==> config.mk <==
export PLATFORM = sky130hd
export DESIGN_NAME = onehot_encoder_stream_flat
export DESIGN_NICKNAME = d
export VERILOG_FILES = /design/src/rtl/onehot_encoder_stream_if.sv /design/src/rtl/onehot_encoder_stream.sv /design/src/flat_wrapper.sv
export SDC_FILE = /design/constraint.sdc
export NUM_CORES = 1
export LEC_CHECK = 0
export ABC_AREA = 1
export BUFFER_PORTS_ARGS = -buffer_cell sky130_fd_sc_hd__buf_4
export CORE_MARGIN = 1
export CORE_UTILIZATION = 47
export DETAILED_ROUTE_END_ITERATION = 7
export HOLD_SLACK_MARGIN = 0.06
export PLACE_DENSITY = 0.74
export SYNTH_ARGS = -nofsm -noshare
export SYNTH_HDL_FRONTEND = slang
export SYNTH_SLANG_ARGS = --single-unit
==> constraint.sdc <==
create_clock -name clk -period 1.6 [get_ports clk]
set_input_delay 0.32 -clock clk [delete_from_list [all_inputs] [get_ports clk]]
set_output_delay 0.32 -clock clk [all_outputs]
set_load 0.005 [all_outputs]
==> src/rtl/onehot_encoder_stream_if.sv <==
// onehot_encoder_stream_if
// Bundles the stream and status signals of the one-hot-to-binary encoder.
//   input side : in_valid / in_ready / in_onehot
//   output side: out_valid / out_ready / out_idx / out_err
//   status     : clr_err (request), zero_seen, multi_seen, err_count
// The slave modport is the encoder's view; master is the surrounding logic.
interface onehot_encoder_stream_if #(
    parameter int WIDTH     = 8,
    parameter int IDX_W     = $clog2(WIDTH),
    parameter int ERR_CNT_W = 8
);
    logic                 in_valid;
    logic                 in_ready;
    logic [WIDTH-1:0]     in_onehot;
    logic                 out_valid;
    logic                 out_ready;
    logic [IDX_W-1:0]     out_idx;
    logic                 out_err;
    logic                 clr_err;
    logic                 zero_seen;
    logic                 multi_seen;
    logic [ERR_CNT_W-1:0] err_count;

    modport master (
        output in_valid, in_onehot, out_ready, clr_err,
        input  in_ready, out_valid, out_idx, out_err,
               zero_seen, multi_seen, err_count
    );

    modport slave (
        input  in_valid, in_onehot, out_ready, clr_err,
        output in_ready, out_valid, out_idx, out_err,
               zero_seen, multi_seen, err_count
    );
endinterface

==> src/rtl/onehot_encoder_stream.sv <==
// onehot_encoder_stream
// Converts a WIDTH-bit one-hot word into its binary index through a one-deep
// registered valid/ready stage (latency 1, one word per cycle). Every accepted
// word is checked for legality; illegal words are flagged on their output beat
// and recorded in sticky flags plus a saturating error counter.
// Ports:
//   clk - clock, all state updates on the rising edge
//   rst - asynchronous active-high reset
//   bus - onehot_encoder_stream_if slave modport (stream + status signals)
// WIDTH must be >= 2 and a power of two.
module onehot_encoder_stream #(
    parameter int WIDTH     = 8,
    parameter int ERR_CNT_W = 8
) (
    input  logic                      clk,
    input  logic                      rst,
    onehot_encoder_stream_if.slave    bus
);
    localparam int IDX_W = $clog2(WIDTH);
    localparam logic [ERR_CNT_W-1:0] ERR_MAX = {ERR_CNT_W{1'b1}};

    logic                 out_valid_q,  out_valid_d;
    logic [IDX_W-1:0]     out_idx_q,    out_idx_d;
    logic                 out_err_q,    out_err_d;
    logic                 zero_seen_q,  zero_seen_d;
    logic                 multi_seen_q, multi_seen_d;
    logic [ERR_CNT_W-1:0] err_count_q,  err_count_d;

    logic                 accept;
    logic                 is_zero;
    logic                 is_multi;
    logic [WIDTH-1:0]     lower_clear;  // no bit below position gi is set
    logic [WIDTH-1:0]     first_set;    // isolated lowest set bit
    logic [IDX_W-1:0]     enc_idx;

    // ready depends only on registered state and out_ready, never on in_valid
    assign bus.in_ready = !rst && (!out_valid_q || bus.out_ready);
    assign accept       = bus.in_valid && bus.in_ready;

    // Legality: zero bits set, or clearing the lowest set bit leaves something
    assign is_zero  = ~|bus.in_onehot;
    assign is_multi = |(bus.in_onehot & (bus.in_onehot - WIDTH'(1)));

    // LSB-priority isolation so multi-hot words map to their lowest set bit
    assign lower_clear[0] = 1'b1;
    generate
        for (genvar gi = 1; gi < WIDTH; gi++) begin : g_lower
            assign lower_clear[gi] = lower_clear[gi-1] & ~bus.in_onehot[gi-1];
        end
        for (genvar gi = 0; gi < WIDTH; gi++) begin : g_first
            assign first_set[gi] = bus.in_onehot[gi] & lower_clear[gi];
        end
    endgenerate

    // first_set has at most one bit, so OR-ing the indices yields its position
    always_comb begin
        enc_idx = '0;
        for (int i = 0; i < WIDTH; i++) begin
            if (first_set[i]) begin
                enc_idx = enc_idx | IDX_W'(i);
            end
        end
    end

    // Output stage: load on accept, drop valid when consumed without refill
    always_comb begin
        out_valid_d = out_valid_q;
        out_idx_d   = out_idx_q;
        out_err_d   = out_err_q;
        if (accept) begin
            out_valid_d = 1'b1;
            out_idx_d   = enc_idx;
            out_err_d   = is_zero | is_multi;
        end else if (bus.out_ready) begin
            out_valid_d = 1'b0;
        end
    end

    // Status: a clear in the same cycle as an illegal accept is applied first,
    // so the new event is still recorded on top of the cleared state.
    always_comb begin
        zero_seen_d  = bus.clr_err ? 1'b0 : zero_seen_q;
        multi_seen_d = bus.clr_err ? 1'b0 : multi_seen_q;
        err_count_d  = bus.clr_err ? '0   : err_count_q;
        if (accept) begin
            if (is_zero) begin
                zero_seen_d = 1'b1;
            end
            if (is_multi) begin
                multi_seen_d = 1'b1;
            end
            if ((is_zero || is_multi) && (err_count_d != ERR_MAX)) begin
                err_count_d = err_count_d + ERR_CNT_W'(1);
            end
        end
    end

    always_ff @(posedge clk or posedge rst) begin
        if (rst) begin
            out_valid_q  <= 1'b0;
            out_idx_q    <= '0;
            out_err_q    <= 1'b0;
            zero_seen_q  <= 1'b0;
            multi_seen_q <= 1'b0;
            err_count_q  <= '0;
        end else begin
            out_valid_q  <= out_valid_d;
            out_idx_q    <= out_idx_d;
            out_err_q    <= out_err_d;
            zero_seen_q  <= zero_seen_d;
            multi_seen_q <= multi_seen_d;
            err_count_q  <= err_count_d;
        end
    end

    assign bus.out_valid  = out_valid_q;
    assign bus.out_idx    = out_idx_q;
    assign bus.out_err    = out_err_q;
    assign bus.zero_seen  = zero_seen_q;
    assign bus.multi_seen = multi_seen_q;
    assign bus.err_count  = err_count_q;
endmodule

==> src/flat_wrapper.sv <==
// flat-port wrapper written by rule: the top's interface ports become plain ports
module onehot_encoder_stream_flat 
#(
    parameter int WIDTH     = 8,
    parameter int ERR_CNT_W = 8
)
  (clk, rst, bus_in_valid, bus_in_onehot, bus_out_ready, bus_clr_err, bus_in_ready, bus_out_valid, bus_out_idx, bus_out_err, bus_zero_seen, bus_multi_seen, bus_err_count);
  onehot_encoder_stream_if #(.WIDTH(WIDTH), .ERR_CNT_W(ERR_CNT_W)) bus_i ();
  input  logic clk;
  input  logic rst;
  input wire logic [$bits(bus_i.in_valid)-1:0] bus_in_valid;
  input wire logic [$bits(bus_i.in_onehot)-1:0] bus_in_onehot;
  input wire logic [$bits(bus_i.out_ready)-1:0] bus_out_ready;
  input wire logic [$bits(bus_i.clr_err)-1:0] bus_clr_err;
  output wire logic [$bits(bus_i.in_ready)-1:0] bus_in_ready;
  output wire logic [$bits(bus_i.out_valid)-1:0] bus_out_valid;
  output wire logic [$bits(bus_i.out_idx)-1:0] bus_out_idx;
  output wire logic [$bits(bus_i.out_err)-1:0] bus_out_err;
  output wire logic [$bits(bus_i.zero_seen)-1:0] bus_zero_seen;
  output wire logic [$bits(bus_i.multi_seen)-1:0] bus_multi_seen;
  output wire logic [$bits(bus_i.err_count)-1:0] bus_err_count;
  assign bus_i.in_valid = bus_in_valid;
  assign bus_i.in_onehot = bus_in_onehot;
  assign bus_i.out_ready = bus_out_ready;
  assign bus_i.clr_err = bus_clr_err;
  assign bus_in_ready = bus_i.in_ready;
  assign bus_out_valid = bus_i.out_valid;
  assign bus_out_idx = bus_i.out_idx;
  assign bus_out_err = bus_i.out_err;
  assign bus_zero_seen = bus_i.zero_seen;
  assign bus_multi_seen = bus_i.multi_seen;
  assign bus_err_count = bus_i.err_count;
  onehot_encoder_stream #(.WIDTH(WIDTH), .ERR_CNT_W(ERR_CNT_W)) u_core (.clk(clk), .rst(rst), .bus(bus_i));
endmodule
==> summary.md <==
| Metric | Value |
|---|---|
| Height of the chip | `50.79 microns` |
| Drt wl/cell | `11.46 microns` |
| Initial Util | `50.08%` |
| Reg2Reg Depth | `11` |
| Largest net degree at the start of global routing | `16` |
| Slowest stage delay, CP | `370 ps` |
| Post-synth EDFFs | `0` |
| Total gr overflow | `0` |
| Reg-to-reg endpoint | `u_core.bus.err_count[6]` |
| Area growth, synth to finish | `32.77%` |
| Drt pass-1 iters | `4` |
| Worst R2R Setup Slack | `-30 ps` |
| Total track usage | `23.90%` |
| Setup WS pre-CTS | `-126.6 ps` |
| Netlist Area Pre-Place | `1119 sq um` |
| Synth warnings | `0` |
| Die ar. | `2579 sq um` |
| FMAX | `614.7 MHz` |
| Post-DP HPWL | `2014 microns` |
| Worst-Margin Slew | `592.6 ps` |
| Final setup fails | `6` |
| CP max stage cell | `dfrtp_1` |
| Count of cell types in the netlist | `28` |
| First-pass GRT wire length | `4526 microns` |
| Via count | `1104` |
| Relative slew slack | `60.45%` |
| Crit-path cells | `inv_1, nor2_2, ha_2, inv_2, nor3_4, nand4_4, nand2_4, nand2_1, nand2_1, nand2_1, nand2_1` |
| # diodes | `0` |
| CP Capture Type | `flop` |
| Routed WL | `2601 microns` |
| Max Transition Viols Final | `0` |
| Most frequent cells in the layout | `nand2_1 (58), buf_4 (40), inv_1 (17)` |
| WP data arrival | `1860 ps` |
| Initial drt markers | `30` |
| Clock root buffer | `clkbuf_4` |
| CP required | `1830 ps` |
| Crit path time final | `1627 ps` |
| Lkg Pwr | `0.8626 nW` |
| Initial antenna violation count | `0` |
| FILL cells | `191` |
| TritonCTS Buffers | `3` |
| RSZ-0062 raised after global routing | `yes` |
| Final cycle utilization of the critical path | `101.7%` |
| Post-synth ARST share | `100.0%` |
| FF-to-FF Start | `u_core.bus.err_count[0]` |
| Skew-Pair Late Insertion Delay | `290 ps` |
| Synth Register Bits | `15` |
| Worst path most repeated cell | `nand2_1` |
| Vias in the first global route | `1055` |
| Sink Count | `15` |
| Cells after synthesis | `157` |
| Die W | `50.79 microns` |
| Primary FF master, synth | `dfrtp_1` |
| Crit-path max FO | `7` |
| Clock Tree Buf Depth | `2` |
| MaxCap Viol Count | `0` |
| Mapped Nets | `171` |
| Vias per cell | `4.863` |
| Final hold violations | `0` |
| Setup CP Type | `reg -> reg` |
| Layout cells sized above 1 | `35.68%` |
| Hold Path Class | `in -> async` |
| Commonest non-fill, non-tap cell in the layout | `nand2_1` |
| Gpl congestion | `0.9673` |
| Violated checks | `negative setup slack` |
| Outcome | `finished with violations` |
| Setup Skew | `6.011 ps` |
| WHS | `90.79 ps` |
| Startpoint types | `flop` |
| Num rows | `17` |
| Mean Syn Cell Area | `7.125 sq um` |
| Pwr/cell area | `562.8 nW/um^2` |
| Worst VDD drop | `467.6 uV` |
| Number of port buffers | `28` |
| H-tree level count | `1` |
| Slack of the critical path | `-26.71 ps` |
| Tot Pwr | `0.0008359 W` |
| Sequential fraction of the synthesis area | `33.56%` |
| Core Region | `2233 sq um` |
| ANT nets after route | `0` |
| CTS tree | `done` |
| Setup TNS | `-94.49 ps` |
| # hold bufs at CTS | `0` |
| Layout Nets | `214` |
| IO Count | `29` |
| Drt drc | `0` |
| Clk slew on worst S/H paths | `100 ps` |
[cell usage after synthesis, types with 2 or more instances]
cell type | number | share of area, %
dfrtp_1 | 15 | 34
inv_1 | 18 | 6.0
inv_2 | 2 | 0.67
nand2_1 | 61 | 20
nand2_2 | 4 | 2.2
nand2_4 | 3 | 3.0
nand3_1 | 14 | 6.3
nor2_1 | 11 | 3.7
nor2_2 | 2 | 1.1
nor2_4 | 6 | 6.0
xnor2_1 | 2 | 1.6
xor2_1 | 3 | 2.3
[registers in the layout (all words and copies together), names as in the netlist]
signal and flops:
u_core.bus.err_count 8, u_core.bus.multi_seen 1, u_core.bus.out_err 1, u_core.bus.out_idx 3
u_core.bus.out_valid 1, u_core.bus.zero_seen 1
[per-layer routing]
metal  track usage (%)  part of all wire, %
met5                 0                    0
met4             12.50                  2.7
met3             1.818                  2.1
met2             42.67                   51
met1             28.25                   44
[metrics by stage]
step                      utilization [%]  std cells  cell area, sq um
after global placement              63.70        220              1423
final                               66.50        227              1485
after CTS                           65.83        226              1470
after global routing                66.50        227              1485
after detailed placement            63.70        220              1423
after floorplan                         -        157              1119
[final cells by class]
type | instances | area (sq um) | share of cell area, %
inverters | 21 | 81.33 | 5.476
multi-input cells | 119 | 665.6 | 44.82
clock buffers | 3 | 22.52 | 1.516
well taps | 28 | 35.03 | 2.359
repair buffers | 40 | 300.3 | 20.22
flip-flops and latches | 15 | 375.4 | 25.27
clock inverters | 1 | 5.005 | 0.3370
[report_power, final]
part | internal [W] | switching [W]
Combinational | 0.0000960 | 0.0000985
Clock | 0.0000930 | 0.000133
Sequential | 0.000403 | 0.0000131
[cells by family (layout without fill, tap and decap cells)]
kind of cell / count (synthesis) / count (layout) / synth area share, %
simple gates: 106 / 106 / 48.99
buf+inv: 23 / 65 / 8.053
flops: 15 / 15 / 33.56
compound gates: 7 / 7 / 4.363
xor+xnor: 5 / 5 / 3.916
fa+ha+maj: 1 / 1 / 1.118
[critical path: cells and delay by family (launching register included)]
family	cells	cell delay, ps
buf+inv	2	110
flops	1	370
simple gates	8	910
fa+ha+maj	1	200
[repair_timing]
action                     in CTS  in global routing
setup buffers                   2                  1
pin swaps                       8                  3
setup endpoints to repair       6                  8
resized for setup               3                  3
[worst max-delay path by stage]
stage	startpoint	to	slack, ps
after floorplan	u_core.bus.err_count[0]	u_core.bus.err_count[6]	60
after global placement	bus_clr_err	u_core.bus.err_count[7]	-40
after detailed placement	bus_clr_err	u_core.bus.err_count[7]	-130
after CTS	u_core.bus.err_count[0]	u_core.bus.err_count[4]	-0.8
after global routing	u_core.bus.err_count[0]	u_core.bus.err_count[5]	-190
final	u_core.bus.err_count[0]	u_core.bus.err_count[6]	-30
Note: power is estimated with default switching activity, not from simulation.
